--- src/rtl/tagged_arb_queue_pkg.sv ---
// Shared types and sizing constants for the tagged arbiter output queue.
package tagged_arb_pkg;

  localparam int DEPTH       = 4;
  localparam int DW          = 8;
  localparam int NSRC        = 4;
  localparam int TW          = 2;
  localparam int MAX_PER_SRC = 2;

  localparam int DEPTH_LOG2 = $clog2(DEPTH);
  localparam int CNT_W      = DEPTH_LOG2 + 1;
  localparam int SRC_CNT_W  = $clog2(MAX_PER_SRC) + 1;

  typedef struct packed {
    logic [TW-1:0] tag;
    logic [DW-1:0] bits;
  } entry_t;

endpackage

--- src/rtl/tagged_arb_queue_if.sv ---
// Enqueue/dequeue handshake bundle plus occupancy status of the tagged queue.
interface tagged_arb_queue_if;
  import tagged_arb_pkg::*;

  logic                  io_enq_ready;
  logic                  io_enq_valid;
  logic [DW-1:0]         io_enq_bits;
  logic [TW-1:0]         io_enq_tag;
  logic                  io_deq_ready;
  logic                  io_deq_valid;
  logic [DW-1:0]         io_deq_bits;
  logic [TW-1:0]         io_deq_tag;
  logic [CNT_W-1:0]      io_count;
  logic [NSRC-1:0]       io_src_block;

  modport slave (
    input  io_enq_valid, io_enq_bits, io_enq_tag, io_deq_ready,
    output io_enq_ready, io_deq_valid, io_deq_bits, io_deq_tag,
           io_count, io_src_block
  );

  modport master (
    output io_enq_valid, io_enq_bits, io_enq_tag, io_deq_ready,
    input  io_enq_ready, io_deq_valid, io_deq_bits, io_deq_tag,
           io_count, io_src_block
  );

endinterface

--- src/rtl/tagged_arb_queue_src_occupancy_tracker.sv ---
// Per-source resident-entry counters; a source is blocked once it holds MAX_PER_SRC entries.
module src_occupancy_tracker
  import tagged_arb_pkg::*;
(
  input  logic            clk,
  input  logic            reset,
  input  logic            i_enq_fire,
  input  logic [TW-1:0]   i_enq_tag,
  input  logic            i_deq_fire,
  input  logic [TW-1:0]   i_deq_tag,
  output logic [NSRC-1:0] o_src_block
);

  localparam logic [SRC_CNT_W-1:0] CNT_MAX  = SRC_CNT_W'(MAX_PER_SRC);
  localparam logic [SRC_CNT_W-1:0] CNT_ZERO = {SRC_CNT_W{1'b0}};
  localparam logic [SRC_CNT_W-1:0] CNT_ONE  = SRC_CNT_W'(1);

  logic [SRC_CNT_W-1:0] r_cnt     [NSRC];
  logic [SRC_CNT_W-1:0] w_cnt_nxt [NSRC];
  logic [NSRC-1:0]      w_inc;
  logic [NSRC-1:0]      w_dec;
  logic [NSRC-1:0]      r_block;

  // Next count per source; same-tag enq+deq cancels, and counters saturate at both ends.
  always_comb begin
    w_inc = {NSRC{1'b0}};
    w_dec = {NSRC{1'b0}};
    for (int i = 0; i < NSRC; i++) begin
      w_cnt_nxt[i] = r_cnt[i];
      w_inc[i]     = i_enq_fire && (i_enq_tag == TW'(i));
      w_dec[i]     = i_deq_fire && (i_deq_tag == TW'(i));
      if (w_inc[i] && !w_dec[i] && (r_cnt[i] != CNT_MAX)) begin
        w_cnt_nxt[i] = r_cnt[i] + CNT_ONE;
      end else if (w_dec[i] && !w_inc[i] && (r_cnt[i] != CNT_ZERO)) begin
        w_cnt_nxt[i] = r_cnt[i] - CNT_ONE;
      end else begin
        w_cnt_nxt[i] = r_cnt[i];
      end
    end
  end

  // Counter and block-bit registers; block mirrors the registered count reaching the cap.
  always_ff @(posedge clk) begin
    if (!reset) begin
      for (int i = 0; i < NSRC; i++) begin
        r_cnt[i] <= CNT_ZERO;
      end
      r_block <= {NSRC{1'b0}};
    end else begin
      for (int i = 0; i < NSRC; i++) begin
        r_cnt[i]   <= w_cnt_nxt[i];
        r_block[i] <= (w_cnt_nxt[i] == CNT_MAX);
      end
    end
  end

  assign o_src_block = r_block;

endmodule

--- src/rtl/tagged_arb_queue.sv ---
// FIFO buffering the arbiter's granted beats together with the chosen-source tag.
module tagged_arb_queue
  import tagged_arb_pkg::*;
(
  input  logic                clk,
  input  logic                reset,
  tagged_arb_queue_if.slave   q
);

  localparam logic [CNT_W-1:0]      CNT_FULL = CNT_W'(DEPTH);
  localparam logic [CNT_W-1:0]      CNT_ZERO = {CNT_W{1'b0}};
  localparam logic [CNT_W-1:0]      CNT_ONE  = CNT_W'(1);
  localparam logic [DEPTH_LOG2-1:0] PTR_ONE  = DEPTH_LOG2'(1);

  entry_t                r_ram [DEPTH];
  logic [DEPTH_LOG2-1:0] r_enq_ptr;
  logic [DEPTH_LOG2-1:0] r_deq_ptr;
  logic [CNT_W-1:0]      r_count;
  logic                  r_enq_ready;
  logic                  r_deq_valid;

  logic                  w_enq_fire;
  logic                  w_deq_fire;
  logic [CNT_W-1:0]      w_count_nxt;
  entry_t                w_head;
  entry_t                w_wr_entry;

  // Handshakes use only registered ready/valid, so deq_ready never reaches enq_ready.
  always_comb begin
    w_enq_fire       = q.io_enq_valid & r_enq_ready;
    w_deq_fire       = r_deq_valid & q.io_deq_ready;
    w_head           = r_ram[r_deq_ptr];
    w_wr_entry.tag   = q.io_enq_tag;
    w_wr_entry.bits  = q.io_enq_bits;
    w_count_nxt      = r_count;
    case ({w_enq_fire, w_deq_fire})
      2'b10:   w_count_nxt = r_count + CNT_ONE;
      2'b01:   w_count_nxt = r_count - CNT_ONE;
      default: w_count_nxt = r_count;
    endcase
  end

  // Pointers, occupancy and the registered ready/valid flags derived from next occupancy.
  always_ff @(posedge clk) begin
    if (!reset) begin
      r_enq_ptr   <= {DEPTH_LOG2{1'b0}};
      r_deq_ptr   <= {DEPTH_LOG2{1'b0}};
      r_count     <= CNT_ZERO;
      r_enq_ready <= 1'b1;
      r_deq_valid <= 1'b0;
    end else begin
      if (w_enq_fire) begin
        r_enq_ptr <= r_enq_ptr + PTR_ONE;
      end
      if (w_deq_fire) begin
        r_deq_ptr <= r_deq_ptr + PTR_ONE;
      end
      r_count     <= w_count_nxt;
      r_enq_ready <= (w_count_nxt != CNT_FULL);
      r_deq_valid <= (w_count_nxt != CNT_ZERO);
    end
  end

  // Storage array is deliberately left out of reset.
  always_ff @(posedge clk) begin
    if (reset && w_enq_fire) begin
      r_ram[r_enq_ptr] <= w_wr_entry;
    end
  end

  src_occupancy_tracker u_src_occ (
    .clk         (clk),
    .reset       (reset),
    .i_enq_fire  (w_enq_fire),
    .i_enq_tag   (q.io_enq_tag),
    .i_deq_fire  (w_deq_fire),
    .i_deq_tag   (w_head.tag),
    .o_src_block (q.io_src_block)
  );

  assign q.io_enq_ready = r_enq_ready;
  assign q.io_deq_valid = r_deq_valid;
  assign q.io_deq_bits  = w_head.bits;
  assign q.io_deq_tag   = w_head.tag;
  assign q.io_count     = r_count;

endmodule

--- src/flat_wrapper.sv ---
// flat-port wrapper written by rule: the top's interface ports become plain ports
module tagged_arb_queue_flat import tagged_arb_pkg::*;
  (clk, reset, q_io_enq_valid, q_io_enq_bits, q_io_enq_tag, q_io_deq_ready, q_io_enq_ready, q_io_deq_valid, q_io_deq_bits, q_io_deq_tag, q_io_count, q_io_src_block);
  tagged_arb_queue_if q_i ();
  input  logic clk;
  input  logic reset;
  input wire logic [$bits(q_i.io_enq_valid)-1:0] q_io_enq_valid;
  input wire logic [$bits(q_i.io_enq_bits)-1:0] q_io_enq_bits;
  input wire logic [$bits(q_i.io_enq_tag)-1:0] q_io_enq_tag;
  input wire logic [$bits(q_i.io_deq_ready)-1:0] q_io_deq_ready;
  output wire logic [$bits(q_i.io_enq_ready)-1:0] q_io_enq_ready;
  output wire logic [$bits(q_i.io_deq_valid)-1:0] q_io_deq_valid;
  output wire logic [$bits(q_i.io_deq_bits)-1:0] q_io_deq_bits;
  output wire logic [$bits(q_i.io_deq_tag)-1:0] q_io_deq_tag;
  output wire logic [$bits(q_i.io_count)-1:0] q_io_count;
  output wire logic [$bits(q_i.io_src_block)-1:0] q_io_src_block;
  assign q_i.io_enq_valid = q_io_enq_valid;
  assign q_i.io_enq_bits = q_io_enq_bits;
  assign q_i.io_enq_tag = q_io_enq_tag;
  assign q_i.io_deq_ready = q_io_deq_ready;
  assign q_io_enq_ready = q_i.io_enq_ready;
  assign q_io_deq_valid = q_i.io_deq_valid;
  assign q_io_deq_bits = q_i.io_deq_bits;
  assign q_io_deq_tag = q_i.io_deq_tag;
  assign q_io_count = q_i.io_count;
  assign q_io_src_block = q_i.io_src_block;
  tagged_arb_queue u_core (.clk(clk), .reset(reset), .q(q_i));
endmodule
--- config.mk ---
export PLATFORM = sky130hd
export DESIGN_NAME = tagged_arb_queue_flat
export DESIGN_NICKNAME = d
export VERILOG_FILES = /design/src/rtl/tagged_arb_queue_pkg.sv /design/src/rtl/tagged_arb_queue_if.sv /design/src/rtl/tagged_arb_queue_src_occupancy_tracker.sv /design/src/rtl/tagged_arb_queue.sv /design/src/flat_wrapper.sv
export SDC_FILE = /design/constraint.sdc
export NUM_CORES = 1
export LEC_CHECK = 0
export CORE_ASPECT_RATIO = 1.2
export CORE_UTILIZATION = 30
export DETAILED_ROUTE_END_ITERATION = 12
export PLACE_DENSITY = 0.46
export SLEW_MARGIN = 10
export SYNTH_ARGS = -nofsm -noshare
export SYNTH_HDL_FRONTEND = slang
export SYNTH_SLANG_ARGS = --single-unit
--- constraint.sdc ---
create_clock -name clk -period 2.9 [get_ports clk]
set_input_delay 0.58 -clock clk [delete_from_list [all_inputs] [get_ports clk]]
set_output_delay 0.58 -clock clk [all_outputs]
set_load 0.02 [all_outputs]
After elaboration in Yosys (flattened, before gate mapping)
Memories as Yosys holds them, arrays and structs flattened. A register that Yosys moved wholly into a read port is not among the register bits.
Cells that the tools add are included.
- reduce and logical (&&, ||, !) cells: 40
- $mul: 0
- mux-type cells: 19
- magnitude comparators: 0
- bitwise operators: 6
- equality and inequality tests: 17
- add/sub/neg operators: 12
- div/mod/pow operators: 0
- shift operators: 0
- operators by type and width (operator ; number):
    two-way mux 2 bit ; 14
    logical AND 1 bit ; 25
    == test 2 bit, second input constant ; 9
    adder 2 x 1 -> 2 bit, second input constant ; 6
    zero test 1 bit ; 8
    inequality test 2 bit, second input constant ; 4
    nonzero test 2 bit ; 4
    subtractor 2 x 1 -> 2 bit, second input constant ; 4
    == test 2 x 1 -> 1 bit, second input constant ; 3
    one-hot mux 3 bit (2 select lines) ; 1
    zero test 2 bit ; 2
    two-way mux 1 bit ; 4
    OR 1 bit ; 4
    adder 3 x 1 -> 3 bit, second input constant ; 1
    inequality test 3 bit, second input constant ; 1
    nonzero test 3 bit ; 1
    subtractor 3 x 1 -> 3 bit, second input constant ; 1
    bitwise AND 1 bit ; 2
- bits in read-only memories: 0
- bits in registers: 13
- bits in writable memories: 48
- bits in latches: 0
- memories: 2
- memories (memory ; words ; bits a word ; read ports ; clocked after Yosys merged registers in ; write ports ; line ; text):
    u_core.r_ram ; 4 ; 10 ; 1 ; 1 ; 1 ; tagged_arb_queue.sv:15 ; entry_t r_ram [DEPTH];
    u_core.u_src_occ.r_cnt ; 4 ; 2 ; 4 ; 0 ; 4 ; tagged_arb_queue_src_occupancy_tracker.sv:18 ; logic [SRC_CNT_W-1:0] r_cnt [NSRC];

Longest topological paths before layout
Gate-level depths: netlist (run 1).
- depth after elaboration: 8
- depth in mapped cells: 11

Cells and area by module
Synthesis (run 1) repeated with hierarchy kept, for this count alone.
- cells, all modules: 206
- area total of the unflattened synthesis: 2817.7 µm²
- by module, submodules not included (module ; instances ; area each (µm²) ; cells each ; sequential area each (µm²)):
    tagged_arb_queue ; 1 ; 1980.6 ; 110 ; 1421.4
    src_occupancy_tracker ; 1 ; 837.1 ; 96 ; 240.2

Worst setup path after synthesis (run 1)
No wires, ideal clock.
- path type: register to register
- from: register (tool-made name)
- to: memory u_core.u_src_occ.r_cnt[1][1] in the netlist's numbering
- slack: 698 ps
- period minus slack after synthesis: 2202 ps
- path buffers: 1
- data arrival time: 2087 ps
- cell stages (with the launch flop): 7
- required time: 2784 ps
- path through: dfxtp_1 -> buf_6 -> mux4_2 -> nor3b_1 -> or3_4 -> a211o_1 -> and3_1
- RTL lines (what ; line):
    to (decl) ; tagged_arb_queue_src_occupancy_tracker.sv:18

==> results of run 1 <==
## routing by layer
metal	GRT usage	up-vias
met5	0	-
met4	0.0726	0
li1	-	870
met2	0.198	39
met3	0.0304	12
met1	0.143	834
## cell usage after synthesis, types with 2 or more instances
library cell / instances
or3_1: 2
ha_1: 13
nand2_1: 18
xnor2_1: 5
a21oi_1: 3
clkbuf_1: 4
nand3_1: 5
nor3b_1: 2
nor3_1: 2
edfxtp_1: 40
nand4_1: 3
o211ai_1: 2
and3_1: 6
mux4_2: 3
nor2b_1: 2
mux2i_1: 3
inv_1: 16
dfxtp_1: 23
nor2_1: 13
xor2_1: 3
a211oi_1: 3
o21ai_0: 2
a311oi_1: 2
mux4_1: 7
or2_2: 2
## through the flow
stage,std cells,area [um2]
2_1_floorplan,208,2800
3_3_place_gp,364,3320
3_5_place_dp,364,3320
4_1_cts,380,3520
5_1_grt,380,3520
6_report,380,3520
## report_power, final
group          internal (W)  switching (W)
clock              0.000405       0.000375
combinational      0.000362       0.000379
sequential          0.00106      0.0000781
## tightest hold or removal path: cells and delay by family (launching register included)
family           cells  cell delay (ns)
DFF                  1             0.31
and+or+nand+nor      1             0.07
muxes                1             0.06
## registers in the layout (all words and copies together) (netlist names), named ones only
name and flops:
u_core.q.io_enq_ready 1, u_core.r_enq_ptr 2, u_core.u_src_occ.r_cnt 8, u_core.r_ram 40
u_core.r_deq_ptr 2, u_core.q.io_count 3, u_core.u_src_occ.o_src_block 4, u_core.q.io_deq_valid 1
## kinds of logic (layout without fill, tap and decap cells)
kind of cell / Yosys count / count (layout) / share of synthesized area
AOI/OAI and AO/OA: 22 / 22 / 0.0585
xor gates and xnor gates: 8 / 8 / 0.0250
adders and majority gates: 14 / 14 / 0.0652
buffers and inverters: 23 / 75 / 0.0339
DFF: 63 / 63 / 0.593
muxes: 14 / 14 / 0.105
and+or+nand+nor: 64 / 64 / 0.119
## area by class of cell
type / count / area [um2]
clock buffer: 9 / 124
clock inverter: 7 / 80.1
fill: 889 / 5510
inverter: 17 / 63.8
multi-input combinational: 122 / 1040
sequential: 63 / 1660
tap: 120 / 150
timing repair buffer: 42 / 395
## worst max path at each step
stage | from | end
after floorplan | register | u_core.u_src_occ.r_cnt[1][1]
after global placement | q_io_enq_tag[1] | u_core.u_src_occ.r_cnt[0][1]
after detailed placement | q_io_enq_valid | u_core.q.io_deq_valid
after CTS | register | q_io_deq_bits[3]
after global routing | register | q_io_deq_bits[3]
final | register | q_io_deq_bits[3]
## what timing repair did
action	4_1_cts	5_1_grt
hold buffers	0	0
gates resized for setup	0	1
setup endpoints to repair	0	4
==> impl_results.md, run 1 <==
- Full die area: 9730 um2
- Fin util: 0.390
- Starting density of the core: 0.310
- Crit end category: output port
- Die H: 108 um
- Share of flip-flops with an asynchronous set or reset: 0
- Crit Path Class: reg2out
- Worst-path cell with the longest stage delay: mux4_1
- First-pass GRT wire length: 8860 um
- RSZ-0062 raised after global routing: no
- Synth warnings: 0
- ANT nets after route: 0
- Area Growth Syn to Fin: 25.7%
- Synthesized area: 2800 um2
- Leak: 1.26 nW
- Max_slew headroom: 0.646
- Placer Congestion: 0.725
- Hold depth: 2
- CTS buffer count: 9
- Grt total ovfl: 0
- CP Launch Type: register
- Syn Area/Cell: 13.5 um2
- Nets: 283
- Routed wl met2: 2480 um
- Detail-routed via count per cell: 4.62
- Layout cells sized above 1: 0.131
- Antenna cell count: 0
- Crit path depth: 3
- Clock buffer depth: 2
- Netlist cell types: 49
- Residual DRC: 0
- Post-synth EDFFs: 40
- Clock Tree Root: clkbuf_8
- Crit path largest cell delay: 0.57 ns
- Most frequent cells in the layout: edfxtp_1, clkdlybuf4s50_1, dfxtp_1
- Htree depth: 3
- Flops & latches, synth: 63
- Total Neg Setup Slack: 0 ns
- Fin. Hold Viols: 0
- R2R Path End: u_core.u_src_occ.r_cnt[1][0]
- Setup ws final: 0.231 ns
- 1st-iter DRT viols: 46
- Pin count of the biggest net entering global routing: 16
- Hold crit path type: reg2reg
- Final wirelength: 5270 um
- Layout Skew: 0.0123 ns
- Number of global-route vias before repair: 1745
- Setup Viol. Count Final: 0
- Buf+Inv Stages, Crit Path: 2
- Core area: 9030 um2
- IO Count: 33
- Horiz. Die Dim: 90.2 um
- Std-Cell Rows: 38
- Latest clock arrival within the worst-skew pair: 0.35 ns
- Seq/Total Area, Yosys: 0.593
- Detail Placement HPWL: 3750 um
- Syn nets: 236
- TritonCTS clock tree: built
- Met3 wire len: 217 um
- WHS: 0.497 ns
- GRT Overall Usage: 0.121
- Hold endpoint: u_core.u_src_occ.r_cnt[1][0]
- CP Max Fanout: 6
- Arr. time, crit path: 2.09 ns
- PwrDens: 755 nW/um2
- # port buffers: 32
- Reg2reg path depth: 5
- Clock-pin transition on the worst setup and hold timing paths: 0.07 ns
- Area share of the largest cell type after synthesis: 0.429
- Commonest non-fill, non-tap cell in the layout: edfxtp_1
- Cell accounting for the most synthesized area: edfxtp_1
- Final Max Slew Viols: 0
- PnR Total Power: 0.00266 W
- Post-CTS setup buffer count: 0
- Post-Syn Instances: 208
- Worst slew pin tran: 0.531 ns
- WL per Instance: 13.9 um
- Fin crit period: 2.67 ns
- Critical path required time: 2.32 ns
- Tcrit/Tclk final: 0.920
- Vias post-DR: 1755
- Status: finished, final reports clean
- Max Cap Viol: 0
- HP Start: u_core.u_src_occ.r_cnt[1][0]
- Peak supply drop: 0.326 mV
- Fmax: 375 MHz
- Crit path cell chain: buf_4 > mux4_1 > clkdlybuf4s50_1
- DR top layer: met4
- Synth Flop Type: edfxtp_1
- Synth area leaders: edfxtp_1, dfxtp_1, mux4_1
- Metal-1 WL: 2440 um
- Clock Sink Count: 63
- R2R Setup Slk: 0.66 ns
- Setup Slack @ Placement: 0.315 ns
- DRT Pass-1 Iters: 6
- Crit-path leading delay family: buffers and inverters
- Initial antenna violation count: 0
No activity file was read; power rests on OpenSTA's default activity.
==> run 2: changes to the inputs <==
--- a/config.mk
+++ b/config.mk
@@ -6,6 +6,7 @@
 export NUM_CORES = 1
 export LEC_CHECK = 0
 export CORE_ASPECT_RATIO = 1.2
+export CORE_MARGIN = 2
 export CORE_UTILIZATION = 30
 export DETAILED_ROUTE_END_ITERATION = 12
 export PLACE_DENSITY = 0.46
==> impl_results.md, run 2 (synthesis gave the netlist of run 1 again) <==
- Status: finished, final reports clean
- Peak supply drop: 0.415 mV (+27%)
- R2R Setup Slk: 0.62 ns (-0.04 ns)
- Setup Viol. Count Final: 0 (unchanged)
- Fin. Hold Viols: 0 (unchanged)
- Detail Placement HPWL: 3690 um (-1.5%)
- Nets: 281 (-0.71%)
- Grt total ovfl: 0 (unchanged)
- Pin count of the biggest net entering global routing: 16 (unchanged)
- Tcrit/Tclk final: 0.920 (about the same)
- Crit Path Class: reg2out
- Clock Tree Root: clkbuf_8
- Crit path cell chain: buf_4 > mux4_1 > clkdlybuf4s50_1
- Residual DRC: 0 (unchanged)
- DRT Pass-1 Iters: 4 (-2)
- PwrDens: 778 nW/um2 (+3.0%)
- Clock Sink Count: 63 (unchanged)
- CP Max Fanout: 7 (+1)
- Critical path required time: 2.32 ns (about the same)
- Antenna cell count: 0 (unchanged)
- Full die area: 10100 um2 (+4.1%)
- Arr. time, crit path: 2.09 ns (about the same)
- Starting density of the core: 0.308 (-0.00162)
- Placed Area: 3300 um2 (-0.45%)
- Number of global-route vias before repair: 1865 (+6.9%)
- Area Growth Syn to Fin: 25.9%
- 1st-iter DRT viols: 68 (+48%)
- Hold crit path type: reg2reg
- Commonest non-fill, non-tap cell in the layout: edfxtp_1
- Placer Congestion: 0.815 (+12%)
- ANT nets after route: 0 (unchanged)
- Die H: 110 um (+1.9%)
- Vias post-DR: 1769 (+0.80%)
- # port buffers: 32 (unchanged)
- Total Neg Setup Slack: 0 ns (unchanged)
- Worst slew pin tran: 0.555 ns (+0.0245 ns)
- Leak: 1.27 nW (+0.33%)
- Max Cap Viol: 0 (unchanged)
- Cts hold-fix bufs: 0 (unchanged)
- GRT Overall Usage: 0.118 (-0.00220)
- Detail-routed via count per cell: 4.68 (+1.3%)
- Final Max Slew Viols: 0 (unchanged)
- Max FFs per register: 40 (unchanged)
- TritonCTS clock tree: built
- Latest clock arrival within the worst-skew pair: 0.34 ns (about the same)
- Fin crit period: 2.67 ns (-0.00125 ns)
- Most frequent cells in the layout: edfxtp_1, clkdlybuf4s50_1, dfxtp_1
- Post-route cell area: 3530 um2 (+0.21%)
- Worst-path cell with the longest stage delay: clkdlybuf4s50_1
- Max_slew headroom: 0.630 (-0.0163)
- CP Launch Type: register
- Final wirelength: 5350 um (+1.3%)
- Fmax: 375 MHz (about the same)
- Top reg by flops: u_core.r_ram
- WL per Instance: 14.1 um (+1.9%)
- Crit path largest cell delay: 0.55 ns (-0.02 ns)
- RSZ-0062 raised after global routing: no
- Htree depth: 3 (unchanged)
- Core area: 9080 um2 (+0.53%)
- Clock-pin transition on the worst setup and hold timing paths: 0.07 ns (about the same)
- Clock buffer depth: 2 (unchanged)
- Layout Skew: 0.00976 ns (-0.00255 ns)
- Horiz. Die Dim: 92.2 um (+2.2%)
- Std-Cell Rows: 38 (unchanged)
- Buf+Inv Stages, Crit Path: 2 (unchanged)
- Initial antenna violation count: 0 (unchanged)
- Crit end category: output port
- CTS buffer count: 9 (unchanged)
- First-pass GRT wire length: 9020 um (+1.8%)
- IO Count: 33 (unchanged)
- Layout cells sized above 1: 0.124 (-0.00674)
- Crit-path leading delay family: buffers and inverters
run 2: changes by cell type in the layout (fill, tap and decap cells not counted):
cell and delta:
clkinv_4 -1, bufinv_16 +1, inv_6 +1, clkinvlp_4 -1, buf_4 -2
run 2: worst min-delay path, cell delays in order, from the launching register on:
cell and delay [ns]:
dfxtp_1 0.31, nand2_1 0.07, mux2i_1 0.06
run 2: layout make-up:
| class | count | area (um2) |
|---|---|---|
| multi-input combinational | 122 | 1040 |
| tap | 120 | 150 |
| fill | 890 | 5550 |
| timing repair buffer | 40 | 380 |
| clock buffer | 9 | 124 |
| clock inverter | 7 | 103 |
| inverter | 17 | 63.8 |
| sequential | 63 | 1660 |
run 2: per-stage QoR:
stage	power [W]	hold WS (ns)	cells	setup slack, ns	utilization
CTS	0.00279	0.496	378	0.00337	0.388
global placement	0.00190	0.471	362	0.343	0.363
global route	0.00292	0.518	378	0.118	0.389
floorplan	0.00164	0.455	208	0.698	-
detailed placement	0.00191	0.482	362	0.288	0.363
finish	0.00274	0.489	378	0.232	0.389
run 2: routing by layer:
| metal | share of wire | global-route usage |
|---|---|---|
| met1 | 0.47 | 0.145 |
| met2 | 0.47 | 0.197 |
| met3 | 0.038 | 0.0329 |
| met4 | 0.018 | 0.0490 |
| met5 | 0 | 0 |
run 2: worst paths after layout:
check	depth (start not counted)	endpoint	from
max	3	q_io_deq_bits[0]	register
min	2	u_core.u_src_occ.r_cnt[1][0]	u_core.u_src_occ.r_cnt[1][0]
max reg2reg	5	u_core.u_src_occ.r_cnt[1][1]	register
min reg2reg	2	u_core.u_src_occ.r_cnt[1][0]	u_core.u_src_occ.r_cnt[1][0]
run 2: repair_timing:
| action | in CTS | in global routing |
|---|---|---|
| endpoints found under the setup margin | 0 | 4 |
| gates resized for setup | 0 | 1 |
| buffers inserted | 0 | 0 |
run 2: power by group:
part,leakage [nW],internal [W],switching (W)
combinational,0.604,0.000362,0.000378
sequential,0.552,0.00106,0.0000783
clock,0.111,0.000494,0.000373
total,1.27,0.00192,0.000829
==> run 3: changes to the inputs <==
--- a/config.mk
+++ b/config.mk
@@ -10,7 +10,7 @@
 export CORE_UTILIZATION = 30
 export DETAILED_ROUTE_END_ITERATION = 12
 export PLACE_DENSITY = 0.46
-export SLEW_MARGIN = 10
+export SLEW_MARGIN = 20
 export SYNTH_ARGS = -nofsm -noshare
 export SYNTH_HDL_FRONTEND = slang
 export SYNTH_SLANG_ARGS = --single-unit
==> results of run 3 <==
Final layout, timing and power as in run 2 (identical DEF).
